$ cat src/rtl/bist_signature_analyzer.sv
// MISR response compactor with golden-signature verdict for the BIST top level.
// Define BIST_SIG_XMASK_EN to add the x_mask input that blanks unknown CUT bits.
module bist_signature_analyzer #(
    parameter int unsigned      WIDTH  = 10,
    parameter logic [WIDTH-1:0] POLY   = 10'h009,
    parameter logic [WIDTH-1:0] SEED   = 10'h000,
    parameter logic [WIDTH-1:0] GOLDEN = 10'h000,
    parameter int unsigned      CNT_W  = 16
) (
    input  logic             clk,
    input  logic             reset,
    input  logic             start,
    input  logic             capture,
    input  logic [WIDTH-1:0] data_in,
`ifdef BIST_SIG_XMASK_EN
    input  logic [WIDTH-1:0] x_mask,
`endif
    input  logic             finish,
    output logic             busy,
    output logic             done,
    output logic             pass_nfail,
    output logic [WIDTH-1:0] signature,
    output logic [CNT_W-1:0] cap_count
);

    typedef enum logic [1:0] {
        S_IDLE,
        S_RUN,
        S_CMP,
        S_DONE
    } state_t;

    localparam logic [CNT_W-1:0] CNT_ONE = 1;

    state_t           state;
    logic [WIDTH-1:0] fold;
    logic [WIDTH-1:0] misr_next;
    logic [CNT_W-1:0] cnt_next;

    // data_in is gated by capture so an idle/X bus never reaches the MISR
    always_comb begin
        fold = '0;
        if (capture) begin
`ifdef BIST_SIG_XMASK_EN
            fold = data_in & ~x_mask;
`else
            fold = data_in;
`endif
        end
        misr_next = {signature[WIDTH-2:0], 1'b0}
                  ^ (signature[WIDTH-1] ? POLY : '0)
                  ^ fold;
        cnt_next = (&cap_count) ? cap_count : cap_count + CNT_ONE;
    end

    always_ff @(posedge clk or negedge reset) begin
        if (!reset) begin
            state      <= S_IDLE;
            signature  <= '0;
            cap_count  <= '0;
            busy       <= 1'b0;
            done       <= 1'b0;
            pass_nfail <= 1'b0;
        end else begin
            unique case (state)
                S_IDLE: begin
                    if (start) begin
                        state     <= S_RUN;
                        signature <= SEED;
                        cap_count <= '0;
                        busy      <= 1'b1;
                    end
                end
                S_RUN: begin
                    if (start) begin
                        signature <= SEED;
                        cap_count <= '0;
                    end else begin
                        if (capture) begin
                            signature <= misr_next;
                            cap_count <= cnt_next;
                        end
                        if (finish) begin
                            state <= S_CMP;
                        end
                    end
                end
                S_CMP: begin
                    pass_nfail <= (signature == GOLDEN);
                    done       <= 1'b1;
                    busy       <= 1'b0;
                    state      <= S_DONE;
                end
                S_DONE: begin
                    if (start) begin
                        state      <= S_RUN;
                        signature  <= SEED;
                        cap_count  <= '0;
                        busy       <= 1'b1;
                        done       <= 1'b0;
                        pass_nfail <= 1'b0;
                    end
                end
                default: begin
                    state <= S_IDLE;
                    busy  <= 1'b0;
                    done  <= 1'b0;
                end
            endcase
        end
    end

endmodule

$ cat config.mk
export PLATFORM = sky130hd
export DESIGN_NAME = bist_signature_analyzer
export DESIGN_NICKNAME = d
export VERILOG_FILES = /design/src/rtl/bist_signature_analyzer.sv
export SDC_FILE = /design/constraint.sdc
export NUM_CORES = 1
export LEC_CHECK = 0
export ABC_AREA = 1
export BUFFER_PORTS_ARGS = -buffer_cell sky130_fd_sc_hd__clkbuf_2
export CORE_UTILIZATION = 45
export CTS_BUF_LIST = sky130_fd_sc_hd__clkbuf_4
export DETAILED_ROUTE_END_ITERATION = 10
export GPL_TIMING_DRIVEN = 0
export PLACE_DENSITY = 0.76
export SLEW_MARGIN = 25
export SYNTH_ARGS = -nofsm -noshare
export SYNTH_HDL_FRONTEND = slang
export SYNTH_SLANG_ARGS = --single-unit
$ cat constraint.sdc
create_clock -name clk -period 2.1 [get_ports clk]
set_input_delay 0.315 -clock clk [delete_from_list [all_inputs] [get_ports clk]]
set_output_delay 0.315 -clock clk [all_outputs]
set_load 0.02 [all_outputs]
# Yosys cells after proc, flatten, opt, wreduce, memory -nomap -nowiden
# Index checks and enable logic that the tools add are counted.
[totals] ram_bits=0 elab_cells=50 rom_bits=0 latchBits=0 register_bits=31 output_inout_bits=29 memories=0
[op_classes] order_cmp=0 muxes=20 mul=0 n_reduce_logical=12 n_addsub=1 bitwise_logic=2 eq_ne=9 n_div=0 shifts=0
[op_table] op="16-bit two-way mux" count=4
[op_table] op="10-bit two-way mux" count=4
[op_table] op="16-bit case mux with 2 select lines" count=1
[op_table] op="10-bit case mux with 2 select lines" count=1
[op_table] op="16-bit by 1-bit adder with 16-bit output (second input constant)" count=1
[op_table] op="16-bit AND reduction" count=1
[op_table] op="10-bit zero test" count=1
[op_table] op="10-bit bitwise XOR" count=1
[op_table] op="10-bit by 4-bit bitwise XOR with 10-bit output" count=1
[op_table] op="2-bit two-way mux" count=3
[op_table] op="2-bit != test (second input constant)" count=3
[op_table] op="3-bit != test (second input constant)" count=2
[op_table] op="1-bit case mux with 2 select lines" count=3
[op_table] op="2-bit case mux with 3 select lines" count=1
[op_table] op="3-bit AND reduction" count=2
[op_table] op="2-bit nonzero test" count=3
[op_table] op="2-bit equality test (second input constant)" count=2
[op_table] op="4-bit two-way mux" count=1
[op_table] op="2-bit AND reduction" count=2
[op_table] op="4-bit AND reduction" count=1
[op_table] op="2-bit by 1-bit equality test with 1-bit output (second input constant)" count=1
[op_table] op="2-bit zero test" count=1
[op_table] op="1-bit two-way mux" count=2
[op_table] op="2-bit by 1-bit != test with 1-bit output (second input constant)" count=1
[op_table] op="2-bit OR reduction" count=1

# Logic depth before layout (Yosys ltp)
# Gate-level depths: netlist of the first run.
[depth] word_depth=6 ltp_mapped=11

# Worst setup path after synthesis of the first run
# No wires, ideal clock.
[synth_path] path_type="register -> register" start="register state[0]" end="register signature[9]" path_buffers=1 arrival_time_ns=1.489 stages_incl_launch_ff=10 slack_ns=0.478 cell_sequence="dfrtp_1 inv_1 ha_1 inv_2 nand2_1 a22oi_4 inv_2 buf_2 nand2_1 o21ai_1"
[synth_via] elab_chain_cells=4 word_cells_on_any_way=9 classes_between="eq/ne: 4; mux: 1; reduce/logical: 4"
[synth_lines] item="from (decl)" line="35" text="state_t state;"
[synth_lines] item="from (signal assigned)" line="58" text="state <= S_IDLE;"
[synth_lines] item="from (signal assigned)" line="68" text="state <= S_RUN;"
[synth_lines] item="from (signal assigned)" line="84" text="state <= S_CMP;"
[synth_lines] item="2-bit equality test or 2-bit zero test (tied branches)" line="65" text="unique case (state)"
[synth_lines] item="2-bit OR reduction (no line)"
[synth_lines] item="2-bit by 1-bit != test with 1-bit output (no line) or 2-bit nonzero test (tied branches)"
[synth_lines] item="3-bit AND reduction (no line)"
[synth_lines] item="to (signal assigned)" line="80" text="signature <= misr_next;"
[synth_lines] item="to (decl)" line="22" text="output logic [WIDTH-1:0] signature,"
# Parallel ways exist; a longest one is shown, timed or not.
# A chain may end at the register's enable or synchronous reset.

# Worst setup path after layout of the first run
[layout_path] start="register state[0]" end="register signature[8]"
# Same word-level chain as after synthesis.

==> results.ini, run 1 <==
[outcome]
status = finished clean

[worst_setup_path]
cp-start-kind = flip-flop
cp-endpoint = signature[8]
path_max_fanout = 10
timing.rr.end = signature[8]
arrival_ps = 2000
r2r-start = state[0]
startpoint = state[0]
cp_slowest_cell = dfrtp_1
r2r_slack_ps = 310
setup.worst_path.class = flip-flop to flip-flop
max_stage_delay_ps = 410
end_kind = flip-flop
required_ps = 2310
cp_cell_sequence = inv_1 -> ha_1 -> inv_2 -> nand2_1 -> a22oi_4 -> inv_2 -> buf_2 -> nand2_1 -> o21ai_1
rr_worst_depth = 9

[global_routing]
antenna_found_initial = 0
grt_pass1_wl_microns = 6810
gr-total-overflow = 0
grtUsageTotal = 0.2058
grt_pass1_vias = 1493
grt_max_degree = 32

[timing]
rsz0062_at_grt = no
period_share = 0.8514
period_needed_ps = 1788
finalSetupTns_ps = 0
setup_viol = 0
slew_headroom = 0.4812
maxSlewViolCount = 0
whs_ps = 39.86
fin_ws_ps = 312.0
hold_violations = 0
fmaxAchievable_mhz = 559.3
tightest_slew_ps = 778.3
fin_skew_ps = 7.223

[clock_tree]
hold_buffers = 0
clockBufferDepth = 2
cts_root_buffer = clkbuf_4
post-cts-setup-buffers = 0
insertion_delay_ps = 330
cts_buffers = 5
h-tree-depth = 2
clkTransAtPathRegs_ps = 90
cts_resized = 0
cts_sinks = 31
cts_tree = done

[cells_and_area]
final_cells = 342
final_area_sq_um = 2192
utilization = 0.5480
drive_gt1_frac = 0.2534
multi_input_area_sq_um = 989.7
final_nets = 311
n_antenna_cell = 0
fillers = 395
synthToLayoutAreaGrowth_pct = 17.35
seq_area_sq_um = 775.7

[power_and_ir_drop]
power.switching_uw = 933.9
max-vdd-ir-drop_mv = 0.6445
power_density_nw_per_um2 = 958.9
internal_power_mw = 1.168
pwr-share-clk = 0.152
pwr-share-comb = 0.476
total_leakage_power_nw = 1.089
finalPower_mw = 2.102
p_seq_frac = 0.372
switching_share = 0.4443

[synth]
synthesis.area_sq_um = 1868
post-synth-top-count-cell = nand2_1
yosys_warnings = 0
syn-num-nets = 261
synth_cells = 242
yosysTopAreaCellShare = 0.4153
synth_seq_cells = 31
synth-seq-area-share = 0.4153
syn_avg_cell_area_sq_um = 7.719
synth-edff-count = 0
synthTopCellsByCount = nand2_1, dfrtp_1, o21ai_1
async_reset_ff_frac = 1.000
synth_area_leaders = dfrtp_1, nand2_1, o21ai_1, nand3_1, xor2_1
synth.largest_area_cell = dfrtp_1
synth_cell_types = 28
synth_flop_cell = dfrtp_1

[floorplanning]
die_x_microns = 66.43
num_rows = 23
io_pins = 44
core_area_sq_um = 4000
dieHeight_microns = 66.43
dieArea_sq_um = 4413
initial_core_util = 0.4670

[drt]
drt-initial-drc-count = 122
avgViaCountPerCell = 4.921
via_count = 1683
wl_per_cell_microns = 11.48
first_pass_iters = 4
drtAntennaViolNets = 0
drc = 0
drt-total-wl_microns = 3925

[place]
dp_hpwl_microns = 3000
numPortBuffers = 43
dp.cells = 335
globalplace.congestion = 0.8619
place_area_sq_um = 2146
dp_slack_ps = 310.6

[worst_hold_path]
hold_path.class = input pin to async pin

[job]
cap_violations = 0

[cell families after synthesis]
group | count (synthesis) | synth area share
compound gates | 35 | 0.1085
xor+xnor | 12 | 0.05626
fa+ha+maj | 4 | 0.02679
buf+inv | 24 | 0.05492
flops | 31 | 0.4153
simple gates | 136 | 0.3382
[power by group through the flow]
stage,logic [mW],registers [mW],clock network [mW]
5_1_grt,1.13,0.799,0.357
4_1_cts,1.02,0.783,0.331
6_report,1.00,0.783,0.319
2_1_floorplan,0.680,0.865,0
3_5_place_dp,1.01,0.795,0
3_3_place_gp,0.998,0.791,0
[worst min-delay path by stage]
| stage | end | slack (ps) | cells past startpoint |
|---|---|---|---|
| 6_report | signature[0] | 40 | 1 |
| 5_1_grt | cap_count[3] | 90 | 1 |
| 4_1_cts | signature[7] | 60 | 1 |
| 3_5_place_dp | signature[0] | 440 | 1 |
| 3_3_place_gp | signature[0] | 430 | 1 |
| 2_1_floorplan | busy | 20 | 0 |
[critical path: cells and delay by family (launching register included)]
family / cells / cell delay, ps
AO/OA/AOI/OAI: 2 / 320
adder cells (fa/ha/maj): 1 / 350
buffers and inverters: 4 / 430
flip-flops: 1 / 410
AND/OR/NAND/NOR: 2 / 160
[area by class of cell]
class                   instances  area share
well taps                      50     0.02854
repair buffers                 43     0.09817
flip-flops and latches         31      0.3539
clock buffers                   5     0.01712
inverters                      20     0.03425
clock inverters                 2    0.003995
multi-input cells             187      0.4515
plain buffers                   4     0.01256
[state kept, by name, indices dropped and copies added (netlist names)]
register and cells:
cap_count 16, signature 10, state 2, busy 1, done 1, pass_nfail 1
[placed cells by master (no fill, tap or decap), types with 2 or more instances in the layout]
cell type  synthesis  final
nand4_1            4      4
dfrtp_1           31     31
nand2_1           79     79
clkbuf_2           0     43
o21ai_0            7      7
nor2_4             4      4
inv_2              5      5
nand2_2            4      4
xnor2_1            2      2
ha_1               4      4
nand3_1           20     20
nor2_1            13     13
clkbuf_4           0      5
o21bai_1           2      2
o21ai_1           22     22
inv_1             15     15
clkbuf_1           2      2
nor3_1             2      2
nor4_1             2      2
nor2_2             5      5
xor2_1            10     10
[routing by layer]
| layer | routed length (microns) | vias up | global-route usage |
|---|---|---|---|
| met5 | 0 | - | 0 |
| met3 | 129 | 6 | 0.05172 |
| met2 | 1821 | 26 | 0.2959 |
| met1 | 1913 | 763 | 0.2966 |
| li1 | - | 888 | - |
| met4 | 61 | 0 | 0.06915 |
Power figures use the tool's default switching activity.
==> inputs of run 2 (changes only) <==
--- a/config.mk
+++ b/config.mk
@@ -6,7 +6,7 @@
 export NUM_CORES = 1
 export LEC_CHECK = 0
 export ABC_AREA = 1
-export BUFFER_PORTS_ARGS = -buffer_cell sky130_fd_sc_hd__clkbuf_2
+export BUFFER_PORTS_ARGS = -buffer_cell sky130_fd_sc_hd__buf_2
 export CORE_UTILIZATION = 45
 export CTS_BUF_LIST = sky130_fd_sc_hd__clkbuf_4
 export DETAILED_ROUTE_END_ITERATION = 10
==> run 2 against run 1 <==
Highest routed layer unchanged. Power increased by 0.48%. Setup slack improved by 2.1 ps. Critical endpoint unchanged. Routed wire length increased by 2.7%. Non-clock buffer count unchanged. Register-to-register slack about the same. Clock skew decreased by 2.9 ps. Largest power group unchanged. Cell count unchanged. Die area unchanged.
==> results.ini, run 2 (synthesized netlist as in run 1, its figures left out) <==
[clock_tree]
h-tree-depth = 2  ; unchanged
cts_resized = 0  ; unchanged
hold_buffers = 0  ; unchanged
clockBufferDepth = 2  ; unchanged
post-cts-setup-buffers = 0  ; unchanged
cts_buffers = 5  ; unchanged
insertion_delay_ps = 330  ; about the same
cts_root_buffer = clkbuf_4
cts_tree = done
clkTransAtPathRegs_ps = 90  ; about the same
cts_sinks = 31  ; unchanged

[timing]
rsz0062_at_grt = no
tightest_slew_ps = 690.3  ; -87.94 ps
finalSetupTns_ps = 0  ; unchanged
setup_viol = 0  ; unchanged
period_needed_ps = 1786  ; -2.141 ps
hold_violations = 0  ; unchanged
maxSlewViolCount = 0  ; unchanged
period_share = 0.8504  ; -0.001020
slew_headroom = 0.5398  ; +0.05863
fmaxAchievable_mhz = 560.0  ; +0.12%
fin_skew_ps = 4.288  ; -2.934 ps

[drt]
drtAntennaViolNets = 0  ; unchanged
avgViaCountPerCell = 4.953  ; +0.65%
first_pass_iters = 4  ; unchanged
wl_per_cell_microns = 11.78  ; +2.7%
drt-total-wl_microns = 4030  ; +2.7%
drt-initial-drc-count = 90  ; -26%
drc = 0  ; unchanged
via_count = 1694  ; +0.65%

[power_and_ir_drop]
max-vdd-ir-drop_mv = 0.6168  ; -4.3%
power_density_nw_per_um2 = 963.6  ; +0.48%
pwr-share-comb = 0.481  ; +0.005
internal_power_mw = 1.170  ; +0.19%
pwr-share-clk = 0.151  ; about the same
p_seq_frac = 0.369  ; -0.003
switching_share = 0.4459  ; +0.001608
total_leakage_power_nw = 1.109  ; +1.8%
power.switching_uw = 941.8  ; +0.85%

[floorplanning]
dieArea_sq_um = 4413  ; unchanged
initial_core_util = 0.4670  ; unchanged
die_x_microns = 66.43  ; unchanged
core_area_sq_um = 4000  ; unchanged
dieHeight_microns = 66.43  ; unchanged
io_pins = 44  ; unchanged
num_rows = 23  ; unchanged

[global_routing]
grt_pass1_wl_microns = 6699  ; -1.6%
grt_max_degree = 32  ; unchanged
antenna_found_initial = 0  ; unchanged
grtUsageTotal = 0.2016  ; -0.004153
gr-total-overflow = 0  ; unchanged
grt_pass1_vias = 1466  ; -1.8%

[cells_and_area]
final_nets = 311  ; unchanged
regMostFlops = cap_count
mostFrequentLayoutCell = nand2_1
reg_top3 = cap_count (16), signature (10), state (2)
drive_gt1_frac = 0.2534  ; unchanged
final_area_sq_um = 2192  ; unchanged
n_antenna_cell = 0  ; unchanged
synthToLayoutAreaGrowth_pct = 17.35  ; unchanged
fillers = 390  ; -1.3%
layout_common_cells = nand2_1, buf_2, dfrtp_1, o21ai_1, nand3_1
largest_reg_flops = 16  ; unchanged

[worst_setup_path]
arrival_ps = 1990  ; about the same
path_max_fanout = 10  ; unchanged
cp_cell_sequence = inv_1 -> ha_1 -> inv_2 -> nand2_1 -> a22oi_4 -> inv_2 -> buf_2 -> nand2_1 -> o21ai_1
startpoint = state[0]
cp_slowest_cell = dfrtp_1
r2r-start = state[0]
max_stage_delay_ps = 400  ; about the same
crit_family = buffers and inverters
end_kind = flip-flop
crit_buf_inv = 4  ; unchanged
required_ps = 2310  ; about the same
cp-start-kind = flip-flop
r2r_slack_ps = 310  ; about the same
setup.worst_path.class = flip-flop to flip-flop

[job]
cap_violations = 0  ; unchanged

[place]
globalplace.congestion = 0.8619  ; unchanged
numPortBuffers = 43  ; unchanged
place_area_sq_um = 2146  ; unchanged
dp_hpwl_microns = 3076  ; +2.5%

[outcome]
status = finished clean

[worst_hold_path]
hold_path.class = input pin to async pin

==> run 2: cell count changes in the layout (fill, tap and decap cells not counted) <==
cell	change
buf_2	+43
clkbuf_2	-43
==> run 2: area by class of cell <==
| cell class | instances | area, sq um | share of cell area |
|---|---|---|---|
| clock inverters | 2 | 8.758 | 0.003995 |
| repair buffers | 43 | 215.2 | 0.09817 |
| flip-flops and latches | 31 | 775.7 | 0.3539 |
| plain buffers | 4 | 27.53 | 0.01256 |
| well taps | 50 | 62.56 | 0.02854 |
| inverters | 20 | 75.07 | 0.03425 |
| clock buffers | 5 | 37.54 | 0.01712 |
| multi-input cells | 187 | 989.7 | 0.4515 |
==> run 2: power groups by stage <==
stage	clock [mW]	combinational [mW]	sequential [mW]
finish	0.318	1.02	0.779
global route	0.353	1.13	0.798
CTS	0.325	1.02	0.779
detailed placement	0	1.02	0.792
global placement	0	1.00	0.789
floorplan	0	0.680	0.865
==> run 2: through the flow <==
step	worst slack [ps]	hold slack (ps)	cells	utilization	power (mW)
global route	144.0	67.59	342	0.5480	2.280
CTS	298.2	43.96	342	0.5480	2.127
finish	314.2	13.59	342	0.5480	2.112
detailed placement	320.9	407.0	335	0.5364	1.808
floorplan	478.3	19.41	242	-	1.546
global placement	358.5	405.0	335	0.5364	1.792
==> run 2: worst paths after layout <==
kind | end | cells past startpoint
worst max-delay path | signature[8] | 9
worst min-delay path | signature[0] | 1
worst max register to register | signature[8] | 9
worst min register to register | done | 1
max in group asynchronous | cap_count[14] | 1
min in group clk | busy | 3
==> run 2: routing by layer <==
| layer | GRT usage | vias up | share of wire |
|---|---|---|---|
| met5 | 0 | - | 0 |
| met4 | 0.07181 | 0 | 0.0089 |
| met3 | 0.03621 | 4 | 0.037 |
| met2 | 0.3125 | 35 | 0.47 |
| met1 | 0.2788 | 776 | 0.48 |
| li1 | - | 879 | - |
